File: src/rtl/adder_seq_pkg.sv
// Shared types and helpers for the adder operand sequencer: the buffered operand
// pair, the response-register state and the signed-overflow rule.
package adder_seq_pkg;

    localparam int W_DEFAULT = 32;

    typedef struct packed {
        logic signed [W_DEFAULT-1:0] a;
        logic signed [W_DEFAULT-1:0] b;
    } operand_pair_t;

    typedef enum logic {
        RSP_EMPTY = 1'b0,
        RSP_FULL  = 1'b1
    } rsp_state_t;

    // Overflow needs only the sign bits: like-signed operands with a differently signed sum.
    function automatic logic f_add_ovf(input logic a_msb, input logic b_msb, input logic sum_msb);
        return (a_msb == b_msb) && (sum_msb != a_msb);
    endfunction

endpackage

File: src/rtl/adder_seq_fifo.sv
// Small synchronous FIFO with a head-of-queue read port and an explicit occupancy count.
// Push is ignored when full and pop is ignored when empty.
module adder_seq_fifo #(
    parameter int  DEPTH = 4,
    parameter type T     = logic [63:0],
    localparam int AW    = $clog2(DEPTH),
    localparam int CW    = $clog2(DEPTH + 1)
) (
    input  logic          i_clk,
    input  logic          i_rst_n,
    input  logic          i_push,
    input  T              i_din,
    input  logic          i_pop,
    output T              o_head,
    output logic [CW-1:0] o_count,
    output logic          o_full,
    output logic          o_empty
);

    T              r_mem [DEPTH];
    logic [AW-1:0] r_wr_ptr;
    logic [AW-1:0] r_rd_ptr;
    logic [CW-1:0] r_count;
    logic          w_push;
    logic          w_pop;

    assign o_full  = (r_count == CW'(DEPTH));
    assign o_empty = (r_count == '0);
    assign w_push  = i_push && !o_full;
    assign w_pop   = i_pop && !o_empty;
    assign o_count = r_count;

    // The head is read straight from the array so a popped slot exposes the next
    // entry in the same cycle; a freshly pushed entry appears only after the edge.
    assign o_head  = r_mem[r_rd_ptr];

    always_ff @(posedge i_clk) begin
        if (w_push) begin
            r_mem[r_wr_ptr] <= i_din;
        end
    end

    always_ff @(posedge i_clk or negedge i_rst_n) begin
        if (!i_rst_n) begin
            r_wr_ptr <= '0;
            r_rd_ptr <= '0;
            r_count  <= '0;
        end else begin
            if (w_push) begin
                r_wr_ptr <= r_wr_ptr + 1'b1;
            end
            if (w_pop) begin
                r_rd_ptr <= r_rd_ptr + 1'b1;
            end
            case ({w_push, w_pop})
                2'b10:   r_count <= r_count + 1'b1;
                2'b01:   r_count <= r_count - 1'b1;
                default: r_count <= r_count;
            endcase
        end
    end

endmodule

File: src/rtl/adder_operand_sequencer.sv
// Buffers signed operand pairs, presents the oldest to an external adder stage and
// registers each returned sum with its overflow flag onto a valid/ready response.
module adder_operand_sequencer
    import adder_seq_pkg::*;
#(
    parameter int  DEPTH = 4,
    parameter int  W     = W_DEFAULT,
    localparam int PW    = $clog2(DEPTH + 2)
) (
    input  logic          i_clk,
    input  logic          i_rst_n,
    input  logic          i_req_valid,
    input  logic [W-1:0]  i_req_a,
    input  logic [W-1:0]  i_req_b,
    output logic          o_req_ready,
    output logic [W-1:0]  o_add_a,
    output logic [W-1:0]  o_add_b,
    input  logic [W-1:0]  i_add_sum,
    output logic          o_rsp_valid,
    output logic [W-1:0]  o_rsp_sum,
    output logic          o_rsp_ovf,
    input  logic          i_rsp_ready,
    output logic [PW-1:0] o_pending
);

    localparam int CW = $clog2(DEPTH + 1);

    operand_pair_t  w_din;
    operand_pair_t  w_head;
    logic [CW-1:0]  w_count;
    logic           w_full;
    logic           w_empty;
    logic           w_push;
    logic           w_load;
    logic [W-1:0]   w_add_a;
    logic [W-1:0]   w_add_b;
    logic           w_ovf;
    logic           w_valid_next;
    logic [CW-1:0]  w_count_next;
    logic [PW-1:0]  w_pending_next;

    rsp_state_t     r_state;
    logic [W-1:0]   r_rsp_sum;
    logic           r_rsp_ovf;
    logic [PW-1:0]  r_pending;

    assign w_din = '{a: i_req_a, b: i_req_b};

    adder_seq_fifo #(
        .DEPTH (DEPTH),
        .T     (operand_pair_t)
    ) u_fifo (
        .i_clk   (i_clk),
        .i_rst_n (i_rst_n),
        .i_push  (w_push),
        .i_din   (w_din),
        .i_pop   (w_load),
        .o_head  (w_head),
        .o_count (w_count),
        .o_full  (w_full),
        .o_empty (w_empty)
    );

    // Ready looks only at the registered count, so a same-cycle pop never frees a slot early.
    assign o_req_ready = !w_full;
    assign w_push      = i_req_valid && !w_full;
    assign w_load      = !w_empty && ((r_state == RSP_EMPTY) || i_rsp_ready);

    assign w_add_a = w_empty ? '0 : w_head.a;
    assign w_add_b = w_empty ? '0 : w_head.b;
    assign o_add_a = w_add_a;
    assign o_add_b = w_add_b;
    assign w_ovf   = f_add_ovf(w_add_a[W-1], w_add_b[W-1], i_add_sum[W-1]);

    // Pending is tracked as a register, so it is built from next-state values.
    assign w_valid_next   = w_load || ((r_state == RSP_FULL) && !i_rsp_ready);
    assign w_count_next   = w_count + CW'(w_push) - CW'(w_load);
    assign w_pending_next = PW'(w_count_next) + PW'(w_valid_next);

    always_ff @(posedge i_clk or negedge i_rst_n) begin
        if (!i_rst_n) begin
            r_state   <= RSP_EMPTY;
            r_rsp_sum <= '0;
            r_rsp_ovf <= 1'b0;
            r_pending <= '0;
        end else begin
            r_pending <= w_pending_next;
            case (r_state)
                RSP_EMPTY: begin
                    if (w_load) begin
                        r_state   <= RSP_FULL;
                        r_rsp_sum <= i_add_sum;
                        r_rsp_ovf <= w_ovf;
                    end
                end
                RSP_FULL: begin
                    if (w_load) begin
                        r_rsp_sum <= i_add_sum;
                        r_rsp_ovf <= w_ovf;
                    end else if (i_rsp_ready) begin
                        r_state <= RSP_EMPTY;
                    end
                end
                default: r_state <= RSP_EMPTY;
            endcase
        end
    end

    assign o_rsp_valid = (r_state == RSP_FULL);
    assign o_rsp_sum   = r_rsp_sum;
    assign o_rsp_ovf   = r_rsp_ovf;
    assign o_pending   = r_pending;

endmodule

File: config.mk
export PLATFORM = sky130hd
export DESIGN_NAME = adder_operand_sequencer
export DESIGN_NICKNAME = d
export VERILOG_FILES = /design/src/rtl/adder_seq_pkg.sv /design/src/rtl/adder_seq_fifo.sv /design/src/rtl/adder_operand_sequencer.sv
export SDC_FILE = /design/constraint.sdc
export NUM_CORES = 1
export LEC_CHECK = 0
export BUFFER_PORTS_ARGS = -buffer_cell sky130_fd_sc_hd__buf_2
export CAP_MARGIN = 0
export CORE_ASPECT_RATIO = 1.4
export CORE_UTILIZATION = 60
export CTS_BUF_LIST = sky130_fd_sc_hd__clkbuf_4 sky130_fd_sc_hd__clkbuf_8 sky130_fd_sc_hd__clkbuf_16
export DETAILED_ROUTE_END_ITERATION = 8
export PLACE_DENSITY = 0.85
export SETUP_SLACK_MARGIN = 0.2
export SYNTH_ARGS = -nofsm -noshare
export SYNTH_HDL_FRONTEND = slang
export SYNTH_SLANG_ARGS = --single-unit
File: constraint.sdc
create_clock -name i_clk -period 7.9 [get_ports i_clk]
set_input_delay 1.185 -clock i_clk [delete_from_list [all_inputs] [get_ports i_clk]]
set_output_delay 1.185 -clock i_clk [all_outputs]
set_load 0.05 [all_outputs]
Yosys cells after proc, flatten, opt, wreduce, memory -nomap -nowiden. Memory sizes are Yosys's and may differ from the RTL's. Cells that the tools add are included.

Register bits after elaboration: 44. Memory bits (writable): 256. Input bits: 100. Output and inout port bits: 102. Logic and storage cells: 45. Memories kept: 1.

Memories: u_fifo.r_mem (depth 4, width 64, rd ports 1, clocked after memory_dff 0, wr ports 1, line adder_seq_fifo.sv:20) `T r_mem [DEPTH];`.

Add/subtract/negate cells: 7. Eq/ne operators: 5. Mux-type cells: 11. Bitwise logic cells: 1. Reductions and logical operators: 13.

Operators with widths (number): $mux W32 (3); $add A3 B1 Y3 (2); $logic_and A1 B1 Y1 (6); $mux W1 (6); $pmux W3 S2 (1); $add A2 B1 Y2 const B (2); $add A3 B1 Y3 const B (1); $eq A3 B3 Y1 const B (1); $logic_not A1 Y1 (3); $logic_not A3 Y1 (1); $sub A3 B1 Y3 (1); $sub A3 B1 Y3 const B (1); $eq A2 B1 Y1 const B (1); $eq A2 B2 Y1 const B (1); $logic_or A1 B1 Y1 (2); $pmux W1 S2 (1); $reduce_bool A2 Y1 (1); $eq A1 B1 Y1 (1); $ne A1 B1 Y1 (1); $not A1 Y1 (1).

Logic depth before layout (Yosys ltp).
Word-level depth: 6. Depth in mapped cells: 10. Gate-level depth less buffers: 9.

Hierarchy. A second synthesis with hierarchy kept.

Cell total of the unflattened synthesis: 534. Area total of the unflattened synthesis: 11582.4 um2.

By module, submodules not included: adder_seq_fifo (instances 1, cells an instance 371, area an instance 9655.5 um2, sequential area each 7862.5 um2); adder_operand_sequencer (instances 1, cells an instance 163, area an instance 1926.8 um2, sequential area each 925.9 um2).

Worst setup path after synthesis. Ideal clock, no wire load.

Path kind: input to register. Start: input port i_rsp_ready. End: register r_pending[2], in the netlist o_pending[2]. Library setup time: 0.124 ns. Arrival: 3.214 ns. Required time: 7.776 ns. Path slack: 4.562 ns. Cell stages on the path: 10. Path buffers: 2. Path through: nand2b_1 -> and2_4 -> buf_6 -> buf_12 -> ha_1 -> inv_1 -> fa_1 -> fa_1 -> xor2_1 -> xnor2_1.

Longest elaborated chain between the ends: 4. Elaborated cells on any way between the ends: 7.

Ends and longest elaborated chain: from (decl) (line adder_operand_sequencer.sv:22) `input logic i_rsp_ready,`; $logic_or A1 B1 Y1 (*) (line adder_operand_sequencer.sv:67) `assign w_load = !w_empty && ((r_state == RSP_EMPTY) || i_rsp_ready);`; $logic_and A1 B1 Y1 (*) (line adder_operand_sequencer.sv:67); named net u_fifo.i_pop (line adder_seq_fifo.sv:13) `input logic i_pop,`; $sub A3 B1 Y3 or $logic_or A1 B1 Y1 (tied branches) (line adder_operand_sequencer.sv:77, adder_operand_sequencer.sv:76); $add A3 B1 Y3 (*) (line adder_operand_sequencer.sv:78) `assign w_pending_next = PW'(w_count_next) + PW'(w_valid_next);`; named net w_pending_next[2] (line adder_operand_sequencer.sv:40) `logic [PW-1:0] w_pending_next;`; to (signal assigned) (line adder_operand_sequencer.sv:87) `r_pending <= w_pending_next;`; to (decl) (line adder_operand_sequencer.sv:45) `logic [PW-1:0] r_pending;`.

Mark *: on every way through the listed nets, which the timed path passes. The rest lies on a longest branch. A chain may end at the register's enable or synchronous reset.

Worst setup path after layout.
Start: register u_fifo.r_rd_ptr[0]. End: output port o_add_a[17].

Longest elaborated chain between the ends: 2.

Ends and longest elaborated chain: from (decl) (line adder_seq_fifo.sv:22) `logic [AW-1:0] r_rd_ptr;`; from (signal assigned) (line adder_seq_fifo.sv:53) `r_rd_ptr <= r_rd_ptr + 1'b1;`; $mem_v2 Z4 W64; $mux W32 (line adder_operand_sequencer.sv:69) `assign w_add_a = w_empty ? '0 : w_head.a;`; to (decl) (line adder_operand_sequencer.sv:16) `output logic [W-1:0] o_add_a,`.

No other way between the ends.

==> reports/summary.txt <==
Outcome = finished, final reports clean
Period utilization = 0.5402
Layout cells sized above 1 = 0.4651
Vias in the first global route = 6168
Num CTS Buffers = 28
Root buffer cell = clkbuf_16
Synthesized flop and latch total = 300
RSZ-0062 raised after global routing = false
Mapped cell area = 11650 µm²
1st-iter DRT viols = 312
Critical Path AT = 3.08 ns
Drc violations = 0
First-pass DRT Iterations = 4
Area occupied by multi-input gates = 2664 µm²
Post-DP Area = 12810 µm²
P&R area growth vs syn = 18.24%
F_max = 0.2343 GHz
CTS tree = yes
Largest net degree at the start of global routing = 70
Slew margin rel. = 0.3395
H-tree depth = 1
Routability cong. = 0.7123
WL/cell = 20.56 µm
Detail-routed via count per cell = 5.609
Post-synth cell types = 29
GRT overflow = 0
Final worst clock skew = 0.01011 ns
Max FO, Critical Path = 35
Post-DRT Antenna Nets = 0
Fillcell total = 1100
Post-CTS Setup Inserts = 0
Core area = 18820 µm²
IO Pins = 202
Final Max Tran Viols = 0
Max cap viols = 0
Tmin final = 4.268 ns
Fin Hold WS = 0.5021 ns
CP Class = register to output pin
Total GRT Usage = 0.2159
# resized after CTS = 0
Design Area, Final = 13770 µm²
Setup_tns = 0 ns
Post-CTS Hold Buffers = 0
Vias = 5631
Overall die area = 19980 µm²
Initial Utilization = 0.6188
Reg clk slew, reported paths = 0.07 ns
FP Rows = 59
Antenna violations before repair = 1
Fin. Hold Viols = 0
Actual slew at the worst max-slew pin = 0.9908 ns
Hold Path Class = register to register
Drt total wl = 20.65 mm
PortBufs = 201
Sequential element share of the synthesized area = 0.7545
DIE WIDTH = 119.8 µm
Post-Syn Instances = 531
Clk sinks = 300
Register Area = 8796 µm²
First-pass GRT wire length = 32.98 mm
Die Y = 166.9 µm
Mapped Nets = 640
Syn avg cell area = 21.94 µm²
Final Setup Violations = 0
Worst skew pair latency = 0.53 ns
Setup ws final = 3.632 ns
# nets final = 846
HPWL Detailed = 12.27 mm
Max clock buf depth = 3
Setup Slack @ Placement = 4.106 ns
Startpoint Class = register
Warnings from Yosys = 0
Critical Path End Type = output pin
Crit path required time = 6.71 ns
## final timing paths
check                                           to  slack, ns  cells after the start          startpoint
worst min register to register       o_rsp_sum[18]       0.50                      1       o_rsp_sum[18]
worst max register to register        o_pending[2]       4.70                      8   u_fifo.o_count[2]
max in group asynchronous       u_fifo.r_rd_ptr[0]       6.42                      1             i_rst_n
worst min-delay path                 o_rsp_sum[18]       0.50                      1       o_rsp_sum[18]
worst max-delay path                   o_add_a[17]       3.63                      4  u_fifo.r_rd_ptr[0]
min in group asynchronous       u_fifo.r_rd_ptr[1]       0.80                      1             i_rst_n
## registers in the layout, summed over array words and instances, names as in the netlist
register	flops
o_pending	3
o_rsp_sum	32
u_fifo.r_wr_ptr	2
o_rsp_ovf	1
o_rsp_valid	1
u_fifo.r_rd_ptr	2
u_fifo.r_mem	256
u_fifo.o_count	3
## cell type report
type                    instances  share of cell area
multi-input cells             196              0.1934
diodes                          1           0.0001817
flip-flops and latches        300              0.6386
clock inverters                21             0.01535
well taps                     244             0.02217
inverters                       9            0.002453
repair buffers                202             0.07358
clock buffers                  31             0.05423
## critical path: stages (launching register included)
cell and delay [ns]:
dfrtp_4 0.84, buf_4 0.67, mux4_2 0.59, and2_1 0.18, buf_2 0.21
## layout by cell type, fill, tap and decap left out
cell and n:
edfxtp_1 256, buf_2 201, and2_1 65, mux4_2 64
dfrtp_1 42, clkbuf_16 29, mux2_4 28, inv_1 9
ha_1 6, clkinv_2 6, clkinv_1 6, mux2_2 5
xor2_1 4, xnor2_1 4, and3_4 4, bufinv_16 4
clkinvlp_4 4, nand2b_1 3, fa_1 3, nand3_1 2
dfrtp_4 2, diode_2 1, or3_4 1, or3b_1 1
and2_4 1, mux2i_1 1, nor2_1 1, or3_1 1
a21oi_1 1, a31oi_1 1, clkbuf_8 1, clkbuf_4 1
clkinv_4 1, buf_4 1
## Yosys cell counts
master	number	area (µm²)
buf_12	3	60.06
mux4_2	64	1441
or3_1	1	6.260
and3_1	4	25.02
ha_1	6	75.07
dfrtp_1	44	1101
mux2_4	28	420.4
clkbuf_2	1	5.000
or3b_1	1	8.760
nand3_1	2	10.01
edfxtp_1	256	7687
xnor2_1	4	35.03
mux2i_1	1	10.01
buf_2	4	20.02
buf_6	1	11.26
a31oi_1	1	6.260
a21oi_1	1	5.000
and2_4	1	8.760
xor2_1	4	35.03
mux2_2	5	56.30
and2_1	65	406.6
nor2_1	1	3.750
fa_1	3	60.06
buf_4	6	45.04
clkbuf_1	10	37.54
or3_4	1	11.26
buf_1	1	3.750
inv_1	9	33.78
nand2b_1	3	18.77
## cells by family after synthesis
family,count (synthesis),synth area share
compound gates,2,0.0009666
xor+xnor,8,0.006014
fa+ha+maj,9,0.01160
buf+inv,35,0.01858
flops,300,0.7545
mux,98,0.1655
simple gates,79,0.04286
## metrics by stage
stage	instances	utilization
4_1_cts	1003	0.7315
3_5_place_dp	951	0.6806
5_1_grt	1004	0.7317
6_report	1004	0.7317
2_1_floorplan	531	-
3_3_place_gp	951	0.6806
## layer usage
metal  GRT usage  routed length (µm)
met1      0.2755                8191
met2      0.3813               10870
met3     0.03185                1132
met4     0.06957                 448
met5           0                   0
Power is not shown: default switching activity piles up to over one toggle a cycle in this logic, so the estimate is an artifact.
